`src/rtl/box_collision_reader.sv`:
```
// Scans a BOX_W x BOX_H framebuffer region row-major and counts pixels that differ
// from a latched background colour, tolerating a fixed framebuffer read latency.
module box_collision_reader #(
    parameter int BOX_W  = 4,
    parameter int BOX_H  = 4,
    parameter int X_MAX  = 159,
    parameter int Y_MAX  = 119,
    parameter int RD_LAT = 1
) (
    input  logic       clk,
    input  logic       reset,
    input  logic       start,
    input  logic [7:0] x_in,
    input  logic [6:0] y_in,
    input  logic [2:0] bg_colour,
    output logic       rd_en,
    output logic [7:0] rd_x,
    output logic [6:0] rd_y,
    input  logic [2:0] rd_data,
    output logic       busy,
    output logic       done,
    output logic       hit,
    output logic [6:0] hit_count
);

    typedef enum logic [1:0] {IDLE, ISSUE, DRAIN, DONE} state_t;

    localparam logic [2:0] CX_LAST    = 3'(BOX_W - 1);
    localparam logic [2:0] CY_LAST    = 3'(BOX_H - 1);
    localparam logic [1:0] DRAIN_LAST = 2'(RD_LAT - 1);

    state_t            state;
    logic [2:0]        cx, cy;
    logic [2:0]        nxt_cx, nxt_cy;
    logic [1:0]        drain_cnt;
    logic [7:0]        x_q;
    logic [6:0]        y_q;
    logic [2:0]        bg_q;
    logic [RD_LAT-1:0] vld;
    logic [8:0]        sum_x;
    logic [7:0]        sum_y;
    logic              last_pix;
    logic              data_hit;

    // Bounds are checked on the widened sums so a box hanging off the right or
    // bottom edge never wraps back onto the screen.
    function automatic logic on_screen(input logic [8:0] sx, input logic [7:0] sy);
        return (sx <= 9'(X_MAX)) && (sy <= 8'(Y_MAX));
    endfunction

    // NOTE: every variable assigned in always_comb gets a default first, so no latch is inferred.
    always_comb begin
        nxt_cx = cx + 3'd1;
        nxt_cy = cy;
        if (cx == CX_LAST) begin
            nxt_cx = '0;
            nxt_cy = cy + 3'd1;
        end
    end

    assign sum_x    = {1'b0, x_q} + {6'd0, nxt_cx};
    assign sum_y    = {1'b0, y_q} + {5'd0, nxt_cy};
    assign last_pix = (cx == CX_LAST) && (cy == CY_LAST);
    assign data_hit = vld[RD_LAT-1] && (rd_data != bg_q);

    // NOTE: sequential state uses non-blocking assignments only, so every register sees pre-edge values.
    always_ff @(posedge clk) begin
        if (reset) begin
            // NOTE: the valid pipeline is cleared too, otherwise reads in flight at reset would still be counted.
            state     <= IDLE;
            cx        <= '0;
            cy        <= '0;
            drain_cnt <= '0;
            x_q       <= '0;
            y_q       <= '0;
            bg_q      <= '0;
            vld       <= '0;
            rd_en     <= 1'b0;
            rd_x      <= '0;
            rd_y      <= '0;
            busy      <= 1'b0;
            done      <= 1'b0;
            hit       <= 1'b0;
            hit_count <= '0;
        end else begin
            vld <= (vld << 1) | RD_LAT'(rd_en);
            if (data_hit) begin
                hit       <= 1'b1;
                hit_count <= hit_count + 7'd1;
            end

            case (state)
                IDLE: begin
                    if (start) begin
                        x_q       <= x_in;
                        y_q       <= y_in;
                        bg_q      <= bg_colour;
                        cx        <= '0;
                        cy        <= '0;
                        hit       <= 1'b0;
                        hit_count <= '0;
                        busy      <= 1'b1;
                        rd_en     <= on_screen({1'b0, x_in}, {1'b0, y_in});
                        rd_x      <= x_in;
                        rd_y      <= y_in;
                        state     <= ISSUE;
                    end
                end
                ISSUE: begin
                    if (last_pix) begin
                        rd_en     <= 1'b0;
                        rd_x      <= '0;
                        rd_y      <= '0;
                        drain_cnt <= '0;
                        state     <= DRAIN;
                    end else begin
                        cx    <= nxt_cx;
                        cy    <= nxt_cy;
                        rd_en <= on_screen(sum_x, sum_y);
                        rd_x  <= sum_x[7:0];
                        rd_y  <= sum_y[6:0];
                    end
                end
                DRAIN: begin
                    if (drain_cnt == DRAIN_LAST) begin
                        done  <= 1'b1;
                        state <= DONE;
                    end else begin
                        drain_cnt <= drain_cnt + 2'd1;
                    end
                end
                DONE: begin
                    done  <= 1'b0;
                    busy  <= 1'b0;
                    state <= IDLE;
                end
                default: state <= IDLE;
            endcase
        end
    end

endmodule

```
`config.mk`:
```
export PLATFORM = sky130hd
export DESIGN_NAME = box_collision_reader
export DESIGN_NICKNAME = d
export VERILOG_FILES = /design/src/rtl/box_collision_reader.sv
export SDC_FILE = /design/constraint.sdc
export NUM_CORES = 1
export LEC_CHECK = 0
export BUFFER_PORTS_ARGS = -buffer_cell sky130_fd_sc_hd__buf_2
export CELL_PAD_IN_SITES_DETAIL_PLACEMENT = 0
export CELL_PAD_IN_SITES_GLOBAL_PLACEMENT = 2
export CORE_MARGIN = 5
export CORE_UTILIZATION = 37
export CTS_BUF_LIST = sky130_fd_sc_hd__clkbuf_8
export CTS_CLUSTER_SIZE = 12
export DETAILED_ROUTE_END_ITERATION = 7
export GPL_ROUTABILITY_DRIVEN = 0
export PLACE_DENSITY_LB_ADDON = 0.05
export SLEW_MARGIN = 30
export SYNTH_ARGS = -nofsm -noshare
export SYNTH_HDL_FRONTEND = slang
export SYNTH_SLANG_ARGS = --single-unit
```
`constraint.sdc`:
```
create_clock -name clk -period 3.8 [get_ports clk]
set_clock_uncertainty 0.2 [all_clocks]
set_input_delay 0.95 -clock clk [delete_from_list [all_inputs] [get_ports clk]]
set_output_delay 0.95 -clock clk [all_outputs]
set_load 0.02 [all_outputs]
```
==> results of run 1 <==
-- flip-flops by register name, summed over array words and instances, names as in the netlist, 2 cells and up --
register and flops:
x_q 8, hit_count 7, state 2, drain_cnt 2
rd_x 8, y_q 7, cy 3, cx 3
rd_y 7, bg_q 3
-- metrics by stage --
stage | instances | cell area [sq um] | utilization | setup WS (ps) | hold WS [ps]
2_1_floorplan | 338 | 2880 | - | 1210 | 232
3_3_place_gp | 475 | 3190 | 0.418 | 1070 | 242
3_5_place_dp | 475 | 3190 | 0.418 | 1000 | 244
4_1_cts | 483 | 3280 | 0.429 | 994 | 259
5_1_grt | 483 | 3280 | 0.429 | 820 | 281
6_report | 483 | 3280 | 0.429 | 1000 | 256
-- layer usage --
metal | GRT usage | share of wire | routed length (um)
met5 | 0 | 0 | 0
met4 | 0.0483 | 0.017 | 129
met3 | 0.0357 | 0.035 | 263
met2 | 0.257 | 0.46 | 3430
met1 | 0.209 | 0.48 | 3600
-- tightest hold or removal path, stage by stage, from the launching register on --
cell	delay, ps
dfxtp_1	320
nand2_1	50
a21oi_1	50
-- power groups by stage --
stage | Clock, mW | Sequential, mW | Combinational (mW)
after global routing | 0.367 | 0.842 | 1.09
after global placement | 0 | 0.837 | 0.993
final | 0.321 | 0.822 | 0.974
after floorplan | 0 | 0.928 | 0.605
after detailed placement | 0 | 0.838 | 0.988
after CTS | 0.341 | 0.824 | 0.992
-- cells by family (layout without fill, tap and decap cells) --
kind of cell / count (synthesis) / count (layout) / synth area share
flip-flops: 55 / 55 / 0.382
adder cells (fa/ha/maj): 19 / 19 / 0.0877
multiplexers: 3 / 3 / 0.0122
XOR/XNOR: 20 / 20 / 0.0608
AND/OR/NAND/NOR: 140 / 140 / 0.237
buffers and inverters: 28 / 71 / 0.0430
AO/OA/AOI/OAI: 73 / 73 / 0.178
-- layout by cell type (no fill, tap or decap), types with 4 or more instances in the layout --
| cell type | n |
|---|---|
| o211a_1 | 4 |
| a21oi_1 | 29 |
| clkbuf_8 | 5 |
| a211oi_1 | 4 |
| dfxtp_1 | 55 |
| inv_1 | 10 |
| nor3b_1 | 4 |
| nand2_1 | 51 |
| nand4_1 | 8 |
| a22oi_1 | 4 |
| ha_1 | 17 |
| buf_2 | 49 |
| nand2b_1 | 4 |
| nor2_1 | 39 |
| a221oi_1 | 11 |
| xor2_1 | 12 |
| xnor2_1 | 8 |
| nor3_1 | 14 |
-- final timing paths --
check	start	end	slack, ps	cells after the start
max reg2reg	cx[0]	rd_y[4]	1000	10
min reg2reg	done	done	260	2
min	done	done	260	2
max	cx[0]	rd_y[4]	1000	10
-- final cells by class --
type,count,area (sq um),area share
Clock buffer,5,68.8,0.0210
Clock inverter,3,15.0,0.00458
Inverter,11,41.3,0.0126
Multi-Input combinational cell,255,1660,0.505
Sequential cell,55,1100,0.336
Tap cell,102,128,0.0389
Timing Repair Buffer,52,268,0.0817
==> impl_metrics.tcl, run 1 <==
set metrics [dict create \
    power.leakage_nw 1.45 \
    antenna_found_initial 0 \
    synth_commonest_cells "dfxtp_1 (55), nand2_1 (51), nor2_1 (39)" \
    maxCapViolations 0 \
    detail_route.wl_per_cell_um 15.4 \
    viasPerCell 5.19 \
    crit_slowest_cell "fa_1" \
    synth.top_cells.by_area "dfxtp_1 (38%), ha_1 (7.4%), nand2_1 (6.6%)" \
    relSlewSlack 0.476 \
    yosysUniqueCellTypes 55 \
    min_period_ps 2800 \
    cpPeakStageDelay_ps 440 \
    core_sq_um 7650 \
    postSynthCellCount 338 \
    yosysMostFrequentCell "dfxtp_1" \
    power_switching_uw 935 \
    numPortBuffers 49 \
    endpoint_kind "flop" \
    cp.arrival_ps 2800 \
    clock_latency_ps 310 \
    drc 0 \
    fp.dieH_um 98.3 \
    syn_avg_cell_area_sq_um 8.53 \
    ys.flop_type "dfxtp_1" \
    setup_viol 0 \
    gr-total-overflow 0 \
    antennaDiodeCount 0 \
    start_kind "flop" \
    hold_buffers 0 \
    area_growth_pct 13.8 \
    cts_root_buffer "clkbuf_8" \
    start_util 0.377 \
    fin_setup_tns_ps 0 \
    fin_crit_sh 0.736 \
    first_global_vias 2508 \
    ant_nets 0 \
    swShare 0.442 \
    clock_path_buffers 2 \
    crit_chain "ha_1 > nor2b_4 > xnor2_1 > ha_1 > fa_1 > a21oi_1 > nand2b_1 > xnor2_1 > a221oi_1 > nor3_1" \
    p_int_mw 1.18 \
    seqPwrFrac 0.388 \
    worst_slew_pin_slew_ps 786 \
    p_total_mw 2.12 \
    cts-resized-gates 0 \
    dr.pass1.iters 4 \
    drive_gt1_frac 0.189 \
    synth-seq-cells 55 \
    status "finished clean" \
    synth_area_sq_um 2880 \
    required_ps 3800 \
    num-nets-final 423 \
    path_class "reg -> reg" \
    synth-warning-count 0 \
    cts_tree "done" \
    synth-edff-count 0 \
    clkPwrFrac 0.152 \
    grt_max_degree 39 \
    yosysTopAreaCell "dfxtp_1" \
    vias 2506 \
    post-cts-setup-buffers 0 \
    critPathMaxFanout 6 \
    cts_num_sinks 55 \
    yosysSeqAreaShare 0.382 \
    die_w_um 98.3 \
    n_fill_cell 835 \
    async_flop_share 0 \
    power_frac_comb 0.460 \
    rsz0062_at_grt "false" \
    critPathBufInv 0 \
    fmax_mhz 358 \
    powerDensity_nw_per_um2 646 \
    crit_family "adder cells" \
    drt_iter0_drc 53 \
    dp_hpwl_um 5300 \
    htreeDepth 2 \
    syn_nets 381 \
    ios 50 \
    ir_drop_mv 0.339 \
    numCtsBuffers 5 \
    synth_top_area_frac 0.382 \
    die_area_sq_um 9650 \
    slew_violations 0 \
    grt_pass1_wl_um 12400 \
    grt_usage 0.158 \
    num_rows 32 \
    totalWireLength_um 7420 \
    path_clk_slew_ps 100 \
    finalHoldViolCount 0 \
    hold_class "reg -> reg" \
]
No activity file was read; power rests on OpenSTA's default activity.
==> run 2, diff against run 1 <==
Settings changed: CORE_UTILIZATION 37 to 34.
Clock period 3.8 ns to 2.86 ns, I/O delays scaled along.
==> impl_metrics.tcl, run 2 (same netlist as run 1, synthesis figures left out) <==
set metrics [dict create \
    num-nets-final 429 \
    fin_setup_tns_ps 0 \
    p_total_mw 2.90 \
    holdPathEnd "done" \
    start_util 0.349 \
    first_global_vias 2452 \
    antenna_found_initial 0 \
    area_growth_pct 16.6 \
    ant_nets 0 \
    ios 50 \
    relSlewSlack 0.632 \
    final_util 0.407 \
    timing.hold.ws_ps 259 \
    grt_pass1_wl_um 12800 \
    viasPerCell 5.14 \
    dp_hpwl_um 5710 \
    clock_latency_ps 310 \
    numPortBuffers 49 \
    cp.arrival_ps 2680 \
    r2r_end "rd_x[6]" \
    path_clk_slew_ps 100 \
    die_w_um 102 \
    totalWireLength_um 7710 \
    cts_num_sinks 55 \
    maxCapViolations 0 \
    status "finished clean" \
    vias 2531 \
    grt_usage 0.156 \
    powerDensity_nw_per_um2 863 \
    hold_buffers 0 \
    finalHoldViolCount 0 \
    cts_root_buffer "clkbuf_8" \
    critPathMaxFanout 5 \
    drive_gt1_frac 0.214 \
    htreeDepth 2 \
    layout.cells.most_common "dfxtp_1" \
    antennaDiodeCount 0 \
    core_sq_um 8260 \
    biggestRegsByFlops "rd_x x8, x_q x8" \
    drt_iter0_drc 59 \
    dr.pass1.iters 4 \
    drc 0 \
    dpl_worst_slack_ps 78.4 \
    endpoint_kind "flop" \
    crit_family "adder cells" \
    min_path_cells 2 \
    setup_ws_ps 156 \
    hold_class "reg -> reg" \
    crit_top_cell "nor2b_4" \
    die_area_sq_um 10400 \
    fp.dieH_um 102 \
    r2r_slack_ps 160 \
    fmax_mhz 370 \
    min_period_ps 2700 \
    clock_path_buffers 2 \
    gr-total-overflow 0 \
    min_from "done" \
    grt_max_degree 26 \
    crit_slowest_cell "fa_1" \
    path_class "reg -> reg" \
    start_kind "flop" \
    r2r_start "cx[0]" \
    critPathBufInv 1 \
    cpPeakStageDelay_ps 450 \
    detail_route.wl_per_cell_um 15.7 \
    power.leakage_nw 1.48 \
    num_rows 33 \
    numCtsBuffers 5 \
    reg2reg_depth 11 \
    required_ps 2830 \
    worst_slew_pin_slew_ps 553 \
    cts_tree "done" \
    ir_drop_mv 0.462 \
    setup_viol 0 \
    final_cell_mix "dfxtp_1 (54), nand2_1 (51), buf_2 (49)" \
    fin_crit_sh 0.945 \
    crit_chain "ha_2 > nor2b_4 > nor2_1 > ha_1 > inv_1 > fa_1 > nor2b_4 > o2111ai_1 > xnor2_1 > a221oi_1 > nor3_1" \
    slew_violations 0 \
]
==> run 2: area by class of cell <==
type / count / area, sq um
fill: 878 / 4900
multi-input combinational: 255 / 1670
sequential: 55 / 1100
timing repair buffer: 58 / 313
tap: 105 / 131
clock buffer: 7 / 96.3
inverter: 11 / 41.3
clock inverter: 1 / 3.75
==> run 2: repair_timing <==
action,in CTS,in global routing
gates resized for setup,0,6
endpoints found under the setup margin,0,6
buffers inserted,0,2
==> run 2: per-stage QoR <==
step	std cells	area (sq um)
6_report	492	3360
5_1_grt	492	3360
4_1_cts	490	3330
3_5_place_dp	482	3230
3_3_place_gp	482	3230
2_1_floorplan	338	2880
==> run 2: worst max-delay path by stage <==
| stage | cells past startpoint | from | to |
|---|---|---|---|
| 2_1_floorplan | 10 | cx[0] | rd_y[6] |
| 3_3_place_gp | 11 | cx[0] | rd_x[6] |
| 3_5_place_dp | 10 | cx[0] | rd_y[6] |
| 4_1_cts | 11 | cx[0] | rd_x[6] |
| 5_1_grt | 11 | cx[1] | rd_en |
| 6_report | 11 | cx[0] | rd_x[6] |
==> run 2: worst reg2reg max path, cell delays in order (launching register included) <==
cell	delay, ps
dfxtp_2	350
ha_2	220
nor2b_4	150
nor2_1	120
ha_1	190
inv_1	60
fa_1	450
nor2b_4	160
o2111ai_1	130
xnor2_1	150
a221oi_1	310
nor3_1	80
==> run 2: where the power goes <==
| group | switching [mW] | internal (mW) |
|---|---|---|
| Sequential | 0.143 | 0.958 |
| Combinational | 0.849 | 0.476 |
| Clock | 0.257 | 0.218 |
==> run 2: routing by layer <==
metal / routed length [um] / vias to the layer above / track usage
met3: 325 / 7 / 0.0225
met2: 3550 / 40 / 0.250
li1: - / 1276 / -
met5: 0 / - / 0
met4: 76 / 0 / 0.0424
met1: 3760 / 1208 / 0.221
